==> src/rtl/lsu_pkg.sv <==
`default_nettype none
// ============================================================================
//  Module      : lsu_pkg
//  Description : Shared types, field positions and helper functions for the
//                MEM-stage load/store unit (access size, FSM states, funct3
//                decode, byte-mask generation and natural-alignment test).
//  Ports       : none (package)
//  Revision    : 1.0 - initial release
// ============================================================================
package lsu_pkg;

   typedef enum logic [1:0] {
      SZ_B = 2'b00,
      SZ_H = 2'b01,
      SZ_W = 2'b10,
      SZ_D = 2'b11
   } size_e;

   typedef enum logic [1:0] {
      IDLE = 2'b00,
      REQ  = 2'b01,
      WAIT = 2'b10,
      DONE = 2'b11
   } state_e;

   // funct3 layout: [1:0] access size, [2] unsigned load
   localparam int unsigned c_F3_SIZE_MSB = 1;
   localparam int unsigned c_F3_SIZE_LSB = 0;
   localparam int unsigned c_F3_UNSIGNED = 2;

   function automatic logic [7:0] size_mask(input size_e sz);
      logic [7:0] m;
      case (sz)
         SZ_B:    m = 8'h01;
         SZ_H:    m = 8'h03;
         SZ_W:    m = 8'h0F;
         default: m = 8'hFF;
      endcase
      return m;
   endfunction

   function automatic logic is_aligned(input size_e sz, input logic [2:0] off);
      logic a;
      case (sz)
         SZ_B:    a = 1'b1;
         SZ_H:    a = (off[0] == 1'b0);
         SZ_W:    a = (off[1:0] == 2'b00);
         default: a = (off == 3'b000);
      endcase
      return a;
   endfunction

endpackage
`default_nettype wire

==> src/rtl/lsu_align.sv <==
`default_nettype none
// ============================================================================
//  Module      : lsu_align
//  Description : Combinational lane steering. Store side: byte enables and
//                store data shifted to the byte offset. Load side: raw
//                doubleword shifted down, truncated to the access size and
//                sign/zero extended. Lanes past byte 7 are dropped.
//  Ports       : i_funct3 (size/unsigned), i_offset (addr[2:0]),
//                i_wdata (store data), i_rdata (raw read doubleword),
//                o_be (byte enables), o_wdata (lane-aligned store data),
//                o_ldata (extended load value)
//  Revision    : 1.0 - initial release
// ============================================================================
module lsu_align
   import lsu_pkg::*;
#(
   parameter int XLEN = 64
) (
   input  logic [2:0]      i_funct3,
   input  logic [2:0]      i_offset,
   input  logic [XLEN-1:0] i_wdata,
   input  logic [XLEN-1:0] i_rdata,
   output logic [7:0]      o_be,
   output logic [XLEN-1:0] o_wdata,
   output logic [XLEN-1:0] o_ldata
);

   size_e           w_size;
   logic            w_unsigned;
   logic [15:0]     w_be_wide;
   logic [5:0]      w_bit_shift;
   logic [XLEN-1:0] w_rshift;

   assign w_size      = size_e'(i_funct3[c_F3_SIZE_MSB:c_F3_SIZE_LSB]);
   assign w_unsigned  = i_funct3[c_F3_UNSIGNED];
   assign w_bit_shift = {i_offset, 3'b000};

   // Shift in a 16-bit field so lanes above byte 7 fall off cleanly.
   assign w_be_wide = {8'h00, size_mask(w_size)} << i_offset;
   assign o_be      = w_be_wide[7:0];
   assign o_wdata   = i_wdata << w_bit_shift;
   assign w_rshift  = i_rdata >> w_bit_shift;

   always_comb begin
      o_ldata = w_rshift;
      case (w_size)
         SZ_B: o_ldata = {{(XLEN-8){w_rshift[7]  & ~w_unsigned}}, w_rshift[7:0]};
         SZ_H: o_ldata = {{(XLEN-16){w_rshift[15] & ~w_unsigned}}, w_rshift[15:0]};
         SZ_W: o_ldata = {{(XLEN-32){w_rshift[31] & ~w_unsigned}}, w_rshift[31:0]};
         default: o_ldata = w_rshift;
      endcase
   end

endmodule
`default_nettype wire

==> src/rtl/load_store_unit.sv <==
`default_nettype none
// ============================================================================
//  Module      : load_store_unit
//  Description : MEM-stage stalling load/store unit for a 5-stage RV64
//                pipeline. Issues naturally aligned accesses over a
//                req/gnt/rvalid port, extends load data and registers the
//                writeback triple (rd, RegWrite, result) for WB.
//  Options     : LSU_MISALIGN_CHECK_EN - when defined, misaligned accesses
//                are not issued and raise misaligned_o for one cycle.
//  Ports       : clk_i, rst_ni (sync active-low)
//                ex_*   : EX-stage instruction fields
//                stall_o: freeze IF/ID/EX
//                dmem_* : data memory request/response port
//                mem_*  : registered writeback triple, misaligned_o flag
//  Revision    : 1.0 - initial release
// ============================================================================
module load_store_unit
   import lsu_pkg::*;
#(
   parameter int XLEN = 64,
   parameter int AW   = 64
) (
   input  logic            clk_i,
   input  logic            rst_ni,
   input  logic            ex_valid_i,
   input  logic            ex_MemRead_i,
   input  logic            ex_MemWrite_i,
   input  logic [2:0]      ex_funct3_i,
   input  logic [AW-1:0]   ex_addr_i,
   input  logic [XLEN-1:0] ex_wdata_i,
   input  logic [4:0]      ex_rd_i,
   input  logic            ex_RegWrite_i,
   input  logic [XLEN-1:0] ex_result_i,
   output logic            stall_o,
   output logic            dmem_req_o,
   output logic            dmem_we_o,
   output logic [AW-1:0]   dmem_addr_o,
   output logic [7:0]      dmem_be_o,
   output logic [XLEN-1:0] dmem_wdata_o,
   input  logic            dmem_gnt_i,
   input  logic            dmem_rvalid_i,
   input  logic [XLEN-1:0] dmem_rdata_i,
   output logic [4:0]      mem_rd_o,
   output logic            mem_RegWrite_o,
   output logic [XLEN-1:0] mem_result_o,
   output logic            misaligned_o
);

   state_e          r_state, w_next;
   logic [AW-1:0]   r_addr;
   logic            r_we;
   logic [2:0]      r_funct3;
   logic [4:0]      r_rd;
   logic            r_regwrite;
   logic [7:0]      r_be;
   logic [XLEN-1:0] r_wdata;
   logic [XLEN-1:0] r_ldbuf;
   logic [4:0]      r_mem_rd;
   logic            r_mem_regwrite;
   logic [XLEN-1:0] r_mem_result;
   logic            r_misaligned;

   logic            w_mem_op;
   logic            w_trap;
   logic            w_stall;
   logic [2:0]      w_sel_f3;
   logic [2:0]      w_sel_off;
   logic [7:0]      w_be;
   logic [XLEN-1:0] w_wdata;
   logic [XLEN-1:0] w_ldata;

   assign w_mem_op = ex_valid_i & (ex_MemRead_i | ex_MemWrite_i);

`ifdef LSU_MISALIGN_CHECK_EN
   assign w_trap = w_mem_op &
                   ~is_aligned(size_e'(ex_funct3_i[c_F3_SIZE_MSB:c_F3_SIZE_LSB]),
                               ex_addr_i[2:0]);
`else
   assign w_trap = 1'b0;
`endif

   // One aligner serves both paths: in IDLE it shapes the outgoing store
   // from EX fields; afterwards it decodes the response using the latches.
   assign w_sel_f3  = (r_state == IDLE) ? ex_funct3_i    : r_funct3;
   assign w_sel_off = (r_state == IDLE) ? ex_addr_i[2:0] : r_addr[2:0];

   lsu_align #(.XLEN(XLEN)) u_align (
      .i_funct3 (w_sel_f3),
      .i_offset (w_sel_off),
      .i_wdata  (ex_wdata_i),
      .i_rdata  (dmem_rdata_i),
      .o_be     (w_be),
      .o_wdata  (w_wdata),
      .o_ldata  (w_ldata)
   );

   always_ff @(posedge clk_i) begin
      if (!rst_ni) r_state <= IDLE;
      else         r_state <= w_next;
   end

   always_comb begin
      w_next  = r_state;
      w_stall = 1'b0;
      case (r_state)
         IDLE: begin
            if (w_mem_op && !w_trap) begin
               w_stall = 1'b1;
               w_next  = REQ;
            end
         end
         REQ: begin
            w_stall = 1'b1;
            if (dmem_gnt_i) w_next = r_we ? DONE : WAIT;
         end
         WAIT: begin
            w_stall = 1'b1;
            if (dmem_rvalid_i) w_next = DONE;
         end
         default: w_next = IDLE;
      endcase
   end

   // Request and load-buffer latches
   always_ff @(posedge clk_i) begin
      if (!rst_ni) begin
         r_addr     <= '0;
         r_we       <= 1'b0;
         r_funct3   <= '0;
         r_rd       <= '0;
         r_regwrite <= 1'b0;
         r_be       <= '0;
         r_wdata    <= '0;
         r_ldbuf    <= '0;
      end else begin
         if (r_state == IDLE && w_mem_op && !w_trap) begin
            r_addr     <= ex_addr_i;
            r_we       <= ex_MemWrite_i;
            r_funct3   <= ex_funct3_i;
            r_rd       <= ex_rd_i;
            r_regwrite <= ex_RegWrite_i & ~ex_MemWrite_i;
            r_be       <= w_be;
            r_wdata    <= w_wdata;
         end
         if (r_state == WAIT && dmem_rvalid_i) r_ldbuf <= w_ldata;
      end
   end

   // Writeback register: bubble while stalled, memory result in DONE,
   // otherwise pass the EX triple straight through.
   always_ff @(posedge clk_i) begin
      if (!rst_ni) begin
         r_mem_rd       <= '0;
         r_mem_regwrite <= 1'b0;
         r_mem_result   <= '0;
         r_misaligned   <= 1'b0;
      end else if (w_stall) begin
         r_mem_rd       <= '0;
         r_mem_regwrite <= 1'b0;
         r_mem_result   <= '0;
         r_misaligned   <= 1'b0;
      end else if (r_state == DONE) begin
         r_mem_rd       <= r_rd;
         r_mem_regwrite <= r_regwrite;
         r_mem_result   <= r_we ? '0 : r_ldbuf;
         r_misaligned   <= 1'b0;
      end else if (w_trap) begin
         r_mem_rd       <= ex_rd_i;
         r_mem_regwrite <= 1'b0;
         r_mem_result   <= '0;
         r_misaligned   <= 1'b1;
      end else begin
         r_mem_rd       <= ex_rd_i;
         r_mem_regwrite <= ex_RegWrite_i & ex_valid_i;
         r_mem_result   <= ex_result_i;
         r_misaligned   <= 1'b0;
      end
   end

   assign stall_o        = w_stall;
   assign dmem_req_o     = (r_state == REQ);
   assign dmem_we_o      = r_we;
   assign dmem_addr_o    = {r_addr[AW-1:3], 3'b000};
   assign dmem_be_o      = r_be;
   assign dmem_wdata_o   = r_wdata;
   assign mem_rd_o       = r_mem_rd;
   assign mem_RegWrite_o = r_mem_regwrite;
   assign mem_result_o   = r_mem_result;
   assign misaligned_o   = r_misaligned;

endmodule
`default_nettype wire

==> config.mk <==
export PLATFORM = sky130hd
export DESIGN_NAME = load_store_unit
export DESIGN_NICKNAME = d
export VERILOG_FILES = /design/src/rtl/lsu_pkg.sv /design/src/rtl/lsu_align.sv /design/src/rtl/load_store_unit.sv
export SDC_FILE = /design/constraint.sdc
export NUM_CORES = 1
export LEC_CHECK = 0
export CAP_MARGIN = 10
export CORE_AREA = 2 2 186 188
export DETAILED_ROUTE_END_ITERATION = 7
export DIE_AREA = 0 0 188 190
export PLACE_DENSITY = 0.73
export SYNTH_ARGS = -nofsm -noshare
export SYNTH_HDL_FRONTEND = slang
export SYNTH_SLANG_ARGS = --single-unit
export TNS_END_PERCENT = 5
==> constraint.sdc <==
create_clock -name clk_i -period 3.16 [get_ports clk_i]
set_clock_uncertainty 0.15 [all_clocks]
set_input_delay 0.632 -clock clk_i [delete_from_list [all_inputs] [get_ports clk_i]]
set_output_delay 0.632 -clock clk_i [all_outputs]
set_load 0.01 [all_outputs]
== Word level (Yosys, flattened, before mapping) ==
Index checks and enable logic that the tools add are counted.
Storage, ports and cells
  bits in registers: 282
  output and inout port bits: 210
  logic and storage cells: 55
  input port bits: 272
Cells by class
  muxes and demuxes: 15
  shift operators: 3
  reductions and logical operators: 7
  bitwise operators: 10
  equal/unequal tests: 8
Operators by type and width (number)
  64-bit one-hot mux with 3 select lines: 1
  64-bit two-way mux: 2
  64-bit by 6-bit left shift with 64-bit output: 1
  64-bit by 6-bit >> shifter with 64-bit output: 1
  8-bit one-hot mux with 3 select lines: 1
  8-bit by 3-bit left shift with 8-bit output: 1
  1-bit bitwise AND: 6
  2-bit equality test (second input constant): 3
  2-bit two-way mux: 3
  3-bit two-way mux: 2
  2-bit one-hot mux with 3 select lines: 1
  5-bit two-way mux: 1
  2-bit by 1-bit equality test with 1-bit output (second input constant): 2
  2-bit zero test: 2
  2-bit != test (second input constant): 2
  2-bit OR reduction: 2
  1-bit two-way mux: 3
  1-bit inverter: 3
  3-bit AND reduction: 1
  1-bit logical AND: 2
  2-bit by 1-bit != test with 1-bit output (second input constant): 1
  1-bit one-hot mux with 2 select lines: 1
  1-bit bitwise OR: 1

== Logic depth before layout (Yosys ltp) ==
Gate-level depths: netlist (run 1).
  word-level depth: 5
  mapped depth: 11
  mapped depth without buffers: 8

== Cells and area by module ==
A second synthesis (run 1) with hierarchy kept.
Unflattened totals
  cell total of the unflattened synthesis: 1914
  area, all modules: 15786.4 um2
By module, submodules not included
  load_store_unit: seq. area each 5645.4 um2, area an instance 11395.9 um2, instances 1, cells each 1314
  lsu_align: seq. area each 0.0 um2, area an instance 4390.5 um2, instances 1, cells each 600

== Worst setup path before layout (run 1) ==
OpenSTA, ideal clock, no wires.
  path type: in2reg
  start point: input port ex_addr_i[2]
  end point: register r_ldbuf[21]
  slack: 0.464 ns
  setup time: 0.122 ns
  data arrival time: 2.424 ns
  stages: 8
  path buffers: 2
  required time: 2.888 ns
  cells stage by stage: clkbuf_1 mux2_4 mux4_2 mux2i_2 nor3_2 nor3_2 buf_2 a21oi_1
Between the ends
  word-level cells in the longest chain between the ends: 4
  elaborated cells between the ends (all ways): 5
  those cells by class: shift: 1; mux: 2; bitwise: 2
Ends and longest elaborated chain
  from (decl): RTL line load_store_unit.sv:29  | input logic [AW-1:0] ex_addr_i,
  3-bit two-way mux *: RTL line load_store_unit.sv:85  | assign w_sel_off = (r_state == IDLE) ? ex_addr_i[2:0] : r_addr[2:0];
  64-bit by 6-bit >> shifter with 64-bit output *: RTL line lsu_align.sv:42  | assign w_rshift = i_rdata >> w_bit_shift;
  1-bit bitwise AND, on equally long branches: RTL line lsu_align.sv:48, lsu_align.sv:47
  64-bit one-hot mux with 3 select lines *: RTL line lsu_align.sv:46  | case (w_size)
  to (signal assigned): RTL line load_store_unit.sv:145  | if (r_state == WAIT && dmem_rvalid_i) r_ldbuf <= w_ldata;
  to (decl): RTL line load_store_unit.sv:57  | logic [XLEN-1:0] r_ldbuf;
Every way passes the cells marked *; elsewhere a longest branch is shown, timed or not.
A chain may end at the register's enable or synchronous reset.

== Final worst setup path (run 1) ==
  start point: register r_state[1]
  end point: register r_ldbuf[1]
Between the ends
  word-level cells in the longest chain between the ends: 4
  elaborated cells between the ends (all ways): 6
  those cells by class: eq/ne: 1; shift: 1; mux: 2; reduce/logical: 2
Ends and longest elaborated chain
  from (decl): RTL line load_store_unit.sv:49  | state_e r_state, w_next;
  from (signal assigned): RTL line load_store_unit.sv:99  | else r_state <= w_next;
  2-bit zero test: RTL line load_store_unit.sv:85
  3-bit two-way mux: RTL line load_store_unit.sv:85
  64-bit by 6-bit >> shifter with 64-bit output: RTL line lsu_align.sv:42
  64-bit one-hot mux with 3 select lines: RTL line lsu_align.sv:46
Parallel ways exist; a longest one is shown, timed or not.

==> results of run 1 <==
-- power by group through the flow --
stage               logic [mW]  clock network (mW)  registers [mW]
global route              7.00                3.81            4.65
CTS                       6.48                3.66            4.58
detailed placement        6.39                   0            4.65
floorplan                 3.44                   0            4.76
global placement          6.35                   0            4.64
finish                    6.56                3.60            4.59
-- state kept, by name (all words and copies together) (netlist names), 2 cells and up --
register	cells
mem_result_o	64
mem_rd_o	5
dmem_wdata_o	64
r_rd	5
r_addr	64
dmem_be_o	8
r_funct3	3
r_ldbuf	64
r_state	2
-- worst paths after layout --
path	startpoint	to	slack, ns	cells past startpoint
min	r_addr[59]	r_addr[59]	0.30	2
min reg2reg	r_addr[59]	r_addr[59]	0.30	2
max	r_state[1]	r_ldbuf[1]	0.12	10
max reg2reg	r_state[1]	r_ldbuf[1]	0.12	10
-- final cells by class --
| type | count | share of cell area |
|---|---|---|
| multi-input combinational | 1223 | 0.3549 |
| sequential | 282 | 0.2855 |
| timing repair buffer | 558 | 0.2780 |
| clock buffer | 43 | 0.04504 |
| tap | 455 | 0.02878 |
| clock inverter | 12 | 0.006263 |
| inverter | 6 | 0.001265 |
| antenna | 2 | 0.0002530 |
-- routing by layer --
metal / up-vias / global-route usage / part of all wire
li1: 6628 / - / -
met1: 6597 / 0.3756 / 0.43
met2: 684 / 0.4600 / 0.46
met3: 105 / 0.05571 / 0.081
met4: 10 / 0.09540 / 0.032
met5: - / 0 / 0.0012
-- worst reg2reg max path: cells and delay by family (launching register included) --
family | cells | cell delay (ns)
AO/OA/AOI/OAI | 1 | 0.54
adder cells (fa/ha/maj) | 1 | 0.19
AND/OR/NAND/NOR | 1 | 0.04
buffers and inverters | 4 | 0.89
flip-flops | 1 | 0.39
multiplexers | 3 | 0.71
-- cell families after synthesis --
group / after synthesis / share of synthesized area
AOI/OAI and AO/OA: 449 / 0.1846
adders and majority gates: 4 / 0.003667
buffers and inverters: 213 / 0.07902
DFF: 282 / 0.4136
muxes: 128 / 0.09773
other: 1 / 0.0002748
and+or+nand+nor: 638 / 0.2210
-- layout by cell type, fill, tap and decap left out, types with 5 or more instances in the layout --
master	n
mux2i_1	109
a22oi_1	26
and3_1	26
a21oi_1	238
a311oi_1	6
o211ai_1	8
clkdlybuf4s50_1	475
o21ai_0	100
buf_4	71
nand3_1	18
nor2_1	135
a31oi_1	9
nand2b_1	64
clkbuf_16	31
nand2_1	278
nor3_1	28
inv_1	5
mux2_2	11
or2_2	8
dfxtp_1	281
a211oi_1	50
buf_12	10
clkbuf_1	5
nand3b_1	71
clkinv_2	5
clkbuf_8	7
-- repair_timing --
item / in CTS / in global routing
gates resized for setup: 2 / 1
endpoints found under the setup margin: 1 / 1
buffers inserted: 4 / 0
==> results.sh, run 1 <==
export IMPL_min_path_type="reg2reg"
export IMPL_cpMostUsedCell="buf_4"
export IMPL_switchingPower_mw=5.434
export IMPL_drive_above_1_share=0.08098
export IMPL_dieArea_um2=35720
export IMPL_nets=2378
export IMPL_vdd_drop_max_mv=0.5036
export IMPL_fillers=2990
export IMPL_required_ns=3.42
export IMPL_max_slew_margin=0.5270
export IMPL_switching_share=0.3684
export IMPL_port_buffers=477
export IMPL_async_reset_ff_frac=0
export IMPL_cts_hold_buf=0
export IMPL_synth_seq_cells=282
export IMPL_fp_dieW_um=188
export IMPL_grt_total_usage=0.2829
export IMPL_setup_tns_ns=0
export IMPL_fin_cells=2581
export IMPL_place_gp_congestion=0.9735
export IMPL_post_place_ws_ns=-0.05155
export IMPL_slew_violations=0
export IMPL_dr_first_iter_drc_count=1327
export IMPL_syn_to_final_growth_pct=44.92
export IMPL_grt_pass1_wl_um=79500
export IMPL_wire_per_inst_um=20.64
export IMPL_final_area_um2=19780
export IMPL_drv_cap=0
export IMPL_initial_core_util=0.4020
export IMPL_final_hold_violation_count=0
export IMPL_synth_top_area_share=0.4136
export IMPL_crit_family="buffers and inverters"
export IMPL_crit_type="reg2reg"
export IMPL_cp_start_kind="flip-flop"
export IMPL_yosys_top_cells_area="dfxtp_1, a21oi_1, mux2i_1"
export IMPL_fin_crit_ns=3.041
export IMPL_cpPeakStageDelay_ns=0.54
export IMPL_cts_buffers=31
export IMPL_rows=68
export IMPL_postSynthCellCount=1715
export IMPL_clkPwrFrac=0.244
export IMPL_fin_crit_sh=0.9624
export IMPL_cellLeakagePower_nw=7.546
export IMPL_critical_path_buf_inv_count=4
export IMPL_drt_total_wl_um=53280
export IMPL_max_slew_worst_pin_slew_ns=0.7095
export IMPL_placed_cell_area_um2=18720
export IMPL_first_pass_iters=6
export IMPL_h_tree_depth=1
export IMPL_cts_sinks=282
export IMPL_whs_ns=0.3023
export IMPL_clock_latency_ns=0.56
export IMPL_max_freq_mhz=328.8
export IMPL_yosysMostFrequentCell="dfxtp_1"
export IMPL_path_clk_slew_ns=0.06
export IMPL_register_area_um2=5647
export IMPL_ys_seq_area_frac=0.4136
export IMPL_timing_final_ws_setup_ns=0.1187
export IMPL_p_per_area_nw_per_um2=745.8
export IMPL_multi_input_area_um2=7020
export IMPL_grt_overflow=0
export IMPL_outcome="finished, final reports clean"
export IMPL_power_frac_comb=0.445
export IMPL_path_max_fanout=23
export IMPL_first_global_vias=13395
export IMPL_io_pins=482
export IMPL_synth_edff_count=0
export IMPL_crit_chain="inv_1, ha_4, buf_4, mux2_4, buf_4, mux2i_1, mux2i_1, a211oi_1, buf_4, nor3_1"
export IMPL_via_per_inst=5.434
export IMPL_clockBufferDepth=3
export IMPL_place_inst=2521
export IMPL_seq_power_share=0.311
export IMPL_slowest_stage="a211oi_1"
export IMPL_drc_errors=0
export IMPL_cts_tree="yes"
export IMPL_dr_total_vias=14024
export IMPL_antenna_found_initial=7
export IMPL_critPathCaptureType="flip-flop"
export IMPL_rsz0062_at_grt="false"
export IMPL_die_y_um=190
export IMPL_intPower_mw=9.318
export IMPL_arrival_ns=3.31
export IMPL_postRouteAntennaNets=0
export IMPL_place_hpwl_um=39470
export IMPL_final_util=0.5826
export IMPL_ys_flop_type="dfxtp_1"
export IMPL_yosysUniqueCellTypes=44
export IMPL_synth_top_area_cell="dfxtp_1"
export IMPL_cts_root_buf="clkbuf_16"
export IMPL_grt_max_degree=77
export IMPL_yosysWarnings=0
export IMPL_netlist_top_cells_count="dfxtp_1, nand2_1, a21oi_1"
export IMPL_core_area_um2=33950
export IMPL_avgSynthCellArea_um2=7.958
export IMPL_finalPower_mw=14.75
export IMPL_setup_violations=0
export IMPL_mappedNetlistArea_um2=13650
No activity file was read; power rests on OpenSTA's default activity.
==> inputs of run 2 (changes only) <==
Settings changed: ABC_CLOCK_PERIOD_IN_PS from default to 3160.
==> results of run 2 <==
The final DEF is identical to that of run 1; final timing and power are the same.
